[config.mk]
export PLATFORM = sky130hd
export DESIGN_NAME = spi_arbiter
export DESIGN_NICKNAME = d
export VERILOG_FILES = /design/src/rtl/spi_arbiter.sv
export SDC_FILE = /design/constraint.sdc
export NUM_CORES = 1
export LEC_CHECK = 0
export ABC_AREA = 1
export CORE_MARGIN = 2
export CORE_UTILIZATION = 30
export DETAILED_ROUTE_END_ITERATION = 8
export HOLD_SLACK_MARGIN = 0.12
export PLACE_DENSITY_LB_ADDON = 0.05
export REMOVE_ABC_BUFFERS = 1
export SYNTH_ARGS = -nofsm -noshare
export SYNTH_HDL_FRONTEND = slang
export SYNTH_SLANG_ARGS = --single-unit
[constraint.sdc]
create_clock -name clk_i -period 1.7 [get_ports clk_i]
set_input_delay 0.255 -clock clk_i [delete_from_list [all_inputs] [get_ports clk_i]]
set_output_delay 0.255 -clock clk_i [all_outputs]
set_load 0.005 [all_outputs]
[src/rtl/spi_arbiter.sv]
// spi_arbiter: round-robin owner of one spi_xcvr with per-requester slave selects and setup/hold guard timing
module spi_arbiter #(
  parameter int NREQ       = 3,
  parameter int SETUP_CLKS = 4,
  parameter int HOLD_CLKS  = 4
) (
  input  logic              clk_i,
  input  logic              rst_i,
  input  logic [NREQ-1:0]   req,
  input  logic [NREQ-1:0]   start,
  input  logic [NREQ*8-1:0] tx,
  input  logic [NREQ*8-1:0] conf,
  output logic [NREQ-1:0]   gnt,
  output logic [NREQ-1:0]   done,
  output logic [7:0]        rx,
  output logic [NREQ-1:0]   ss_n,
  output logic              x_start,
  output logic [7:0]        x_tx,
  output logic [7:0]        x_conf,
  input  logic [7:0]        x_rx,
  input  logic              x_done
);
  localparam int IW = (NREQ > 1) ? $clog2(NREQ) : 1;
  localparam int CW = $clog2(((SETUP_CLKS > HOLD_CLKS) ? SETUP_CLKS : HOLD_CLKS) + 1);
  typedef enum logic [2:0] {S_IDLE, S_SETUP, S_READY, S_XFER, S_HOLD, S_GAP} state_t;
  state_t state, state_d;
  logic [IW-1:0] own, own_d, ptr, ptr_d, win;
  logic [CW-1:0] cnt, cnt_d;
  logic [NREQ-1:0] gnt_d, done_d, ss_n_d, own_oh, win_oh;
  logic [7:0] rx_d, x_tx_d, x_conf_d;
  logic x_start_d, launch, found;
  assign own_oh = {{(NREQ-1){1'b0}}, 1'b1} << own;
  assign win_oh = {{(NREQ-1){1'b0}}, 1'b1} << win;
  always_comb begin
    win = '0;
    found = 1'b0;
    for (int k = 0; k < NREQ; k++) begin
      if (!found && req[(int'(ptr) + k) % NREQ]) begin
        win = IW'((int'(ptr) + k) % NREQ);
        found = 1'b1;
      end
    end
  end
  always_comb begin
    state_d = state;
    own_d = own;
    ptr_d = ptr;
    cnt_d = cnt;
    gnt_d = gnt;
    done_d = '0;
    rx_d = rx;
    ss_n_d = ss_n;
    x_start_d = 1'b0;
    x_tx_d = x_tx;
    x_conf_d = x_conf;
    launch = (|req) && (state == S_IDLE || (state == S_GAP && cnt == '0));
    if (launch) begin
      own_d = win;
      ss_n_d = ~win_oh;
      cnt_d = CW'(SETUP_CLKS - 1);
      state_d = S_SETUP;
    end else begin
      case (state)
        S_SETUP: begin
          if (cnt == '0) begin
            gnt_d = own_oh;
            state_d = S_READY;
          end else cnt_d = cnt - 1'b1;
        end
        S_READY: begin
          if (!req[own]) begin
            gnt_d = '0;
            cnt_d = CW'(HOLD_CLKS - 1);
            state_d = S_HOLD;
          end else if (start[own]) begin
            x_start_d = 1'b1;
            x_tx_d = tx[int'(own)*8 +: 8];
            x_conf_d = conf[int'(own)*8 +: 8];
            state_d = S_XFER;
          end
        end
        S_XFER: begin
          if (x_done) begin
            rx_d = x_rx;
            done_d = own_oh;
            if (req[own]) state_d = S_READY;
            else begin
              gnt_d = '0;
              cnt_d = CW'(HOLD_CLKS - 1);
              state_d = S_HOLD;
            end
          end
        end
        S_HOLD: begin
          if (cnt == '0) begin
            ss_n_d = '1;
            cnt_d = CW'(HOLD_CLKS - 1);
            ptr_d = (int'(own) == NREQ - 1) ? '0 : own + 1'b1;
            state_d = S_GAP;
          end else cnt_d = cnt - 1'b1;
        end
        S_GAP: begin
          if (cnt == '0) state_d = S_IDLE;
          else cnt_d = cnt - 1'b1;
        end
        default: state_d = S_IDLE;
      endcase
    end
  end
  always_ff @(posedge clk_i) begin
    if (rst_i) begin
      state <= S_IDLE;
      own <= '0;
      ptr <= '0;
      cnt <= '0;
      gnt <= '0;
      done <= '0;
      rx <= '0;
      ss_n <= '1;
      x_start <= 1'b0;
      x_tx <= '0;
      x_conf <= '0;
    end else begin
      state <= state_d;
      own <= own_d;
      ptr <= ptr_d;
      cnt <= cnt_d;
      gnt <= gnt_d;
      done <= done_d;
      rx <= rx_d;
      ss_n <= ss_n_d;
      x_start <= x_start_d;
      x_tx <= x_tx_d;
      x_conf <= x_conf_d;
    end
  end
endmodule

==> flow_summary.yaml <==
cts:
  cts_tree: "built"
  post_cts_buffers: 0
  cts_buffers: 5
  clock-sinks: 44
  root_buffer: "clkbuf_8"
  path_clk_slew_ns: 0.08
  clk_latency_ns: 0.30
  h-tree-depth: 2
  clockBufferDepth: 2
synthesis:
  synth_seq_area_share_pct: 37.2
  synth-edff-count: 0
  synthFlopType: "dfxtp_1"
  syn-cell-area_mm2: 0.00236
  synth_commonest_cells: "100 x nand2_1, 61 x nor2_1, 44 x dfxtp_1"
  synth.most_common_cell: "nand2_1"
  yosysTopAreaCell: "dfxtp_1"
  synth_top_area_share_pct: 37.2
  ys_warn_count: 0
  async_flop_share_pct: 0
  syn_inst: 369
  ys_ff_latch: 44
  synth_cell_types: 20
  syn_avg_cell_area_um2: 6.41
  netlist_top_cells_area: "dfxtp_1 37%, nand2_1 16%, nor2_1 9.7%, nand3_1 9.1%, inv_1 5.1%"
sta:
  worst_pin_slew_ns: 0.313
  fmax_mhz: 656
  slew_violations: 0
  relSlewSlack_pct: 79.0
  post-route-min-period_ns: 1.52
  hold_viol: 0
  finalCritPeriodShare_pct: 89.6
  rsz0062_at_grt: "false"
  setup_tns_ns: 0
  setup_viol: 0
  finClkSkew_ns: 0.00806
route:
  wl_um: 6850
  ant_nets: 0
  num_vias: 2593
  drtIter0Drc: 50
  vias_per_cell: 4.43
  drcViolationCount: 0
  wl_per_cell_um: 11.7
  dr.pass1.iters: 4
worst_setup_path:
  path_cells: "inv_1 -> ha_2 -> inv_1 -> nand2_1 -> nand3_1 -> nand2_1 -> nand3_1 -> nand3_1 -> nand2_1 -> o21ai_0"
  r2r-end: "own[1]"
  regToRegSetupSlack_ns: 0.18
  worstPathRequired_ns: 1.93
  path_delay_family: "simple AND/OR/NAND/NOR gates"
  crit_path_end_kind: "register"
  critical_path.max_stage_delay_ns: 0.38
  critPathSlowestCell: "ha_2"
  critPathArrivalTime_ns: 1.75
  worstSetupPathType: "reg2reg"
  cp_max_fo: 7
  worstRegToRegCells: 10
  cp-start-kind: "register"
  critical_path_buf_inv_count: 2
  r2r-start: "ptr[0]"
finish:
  drive_above_1_share_pct: 10.6
  area_growth_pct: 54.9
  fin_nets: 555
  num_antenna_cells: 0
  final_cell_area_mm2: 0.00366
grt:
  grt-ovfl-total: 0
  antenna_found_initial: 0
  grt_pass1_vias: 2444
  grt_pass1_wl_um: 11200
  track_usage_pct: 16.3
  grt_max_degree: 19
pwr:
  seqPwrFrac_pct: 43.9
  power_frac_clock_pct: 24.4
  cellPowerDensity_mw_per_mm2: 701
  p_leak_nw: 1.64
  power_frac_comb_pct: 31.7
  p_int_w: 0.00177
  power_switching_w: 0.000804
  switching_share_pct: 31.3
  peakVddDrop_mv: 0.255
placement:
  placed_area_mm2: 0.00356
  port-buffer-count: 98
  gp_congestion: 0.825
  hpwlAfterDp_um: 5380
floorplan:
  io_pins: 99
  dieWidth_um: 92.8
  die_area_mm2: 0.00861
  core_mm2: 0.00769
  num_rows: 32
  initial_core_util_pct: 30.8
  die_y_um: 92.8
hold_path:
  hold_class: "reg2reg"
  holdCritStartpoint: "gnt[1]"
  hold_path_depth: 2
  hold_end: "gnt[1]"
flow_run:
  maxCapViolCount: 0
status:
  outcome: "completed"
==> metal layers <==
metal	wire (um)	track usage, %
met1	3020	20.0
met2	3290	27.5
met3	462	4.72
met4	81	4.78
met5	0	0
==> layout make-up <==
cell class                      count  area (um2)
Timing Repair Buffer              117        1120
Inverter                           36         138
Sequential cell                    44         881
Multi-Input combinational cell    279        1320
Clock inverter                      1        5.00
Tap cell                          102         128
Clock buffer                        6        72.6
Fill cell                         833        4020
==> worst register-to-register path, stage by stage (launching register included) <==
cell and delay (ns):
dfxtp_1 0.33, inv_1 0.06, ha_2 0.38, inv_1 0.08
nand2_1 0.06, nand3_1 0.06, nand2_1 0.08, nand3_1 0.08
nand3_1 0.11, nand2_1 0.08, o21ai_0 0.13
==> logic make-up (layout without fill, tap and decap cells) <==
kind of cell	Yosys count	count (layout)	synth area share, %
compound gates	47	47	9.95
flops	44	44	37.2
buf+inv	46	160	8.04
simple gates	225	225	41.1
fa+ha+maj	7	7	3.70
==> per-stage QoR <==
stage | util (%) | cells | total power (W) | setup slack (ns) | hold slack, ns
finish | 47.7 | 585 | 0.00257 | 0.176 | 0.468
global route | 47.7 | 585 | 0.00274 | 0.00399 | 0.492
CTS | 47.4 | 585 | 0.00258 | 0.0490 | 0.471
detailed placement | 46.4 | 578 | 0.00195 | -0.0614 | 0.459
global placement | 46.4 | 578 | 0.00195 | -0.0301 | 0.457
floorplan | - | 359 | 0.00156 | 0.0531 | 0.324
==> power groups by stage <==
| stage | combinational, W | sequential (W) | clock [W] |
|---|---|---|---|
| global route | 0.000920 | 0.00113 | 0.000690 |
| global placement | 0.000802 | 0.00115 | 0 |
| finish | 0.000815 | 0.00113 | 0.000628 |
| detailed placement | 0.000802 | 0.00115 | 0 |
| floorplan | 0.000411 | 0.00115 | 0 |
| CTS | 0.000806 | 0.00113 | 0.000651 |
==> registers in the layout, indices dropped and copies added, names as in the netlist, 2 cells and up <==
signal and count:
x_conf 8, rx 8, x_tx 8, gnt 3, done 3, own 2, cnt 3, ss_n 3
ptr 2, state 3
==> worst max-delay path by stage <==
stage / slack [ns] / cells past startpoint / start / to
after floorplan: 0.05 / 8 / own[0] / x_tx[3]
after global placement: -0.03 / 10 / req[1] / x_tx[3]
after detailed placement: -0.06 / 10 / req[1] / x_tx[5]
after CTS: 0.05 / 10 / cnt[0] / state[2]
after global routing: 0.004 / 10 / ptr[0] / own[1]
final: 0.18 / 10 / ptr[0] / own[1]
==> repair_timing <==
action	4_1_cts	5_1_grt
endpoints found under the setup margin	0	15
gates resized for setup	0	6
hold buffers	0	0
endpoints found under the hold margin	0	0
==> cells in the final DEF (no fill, tap or decap) <==
cell	synthesis	routed
a21oi_1	13	13
buf_4	0	19
clkbuf_1	7	1
clkbuf_8	0	5
clkdlybuf4s50_1	0	98
clkinv_2	0	1
dfxtp_1	44	44
ha_1	7	5
ha_2	0	1
ha_4	0	1
inv_1	32	31
inv_2	3	4
inv_4	1	1
nand2_1	100	100
nand2_2	3	3
nand3_1	43	42
nand3_2	0	1
nand4_1	1	1
nor2_1	61	60
nor2_2	11	12
nor2_4	2	2
nor2_8	1	1
nor3_1	3	3
o21ai_0	19	19
o21ai_1	15	15
Power figures use the tool's default switching activity.
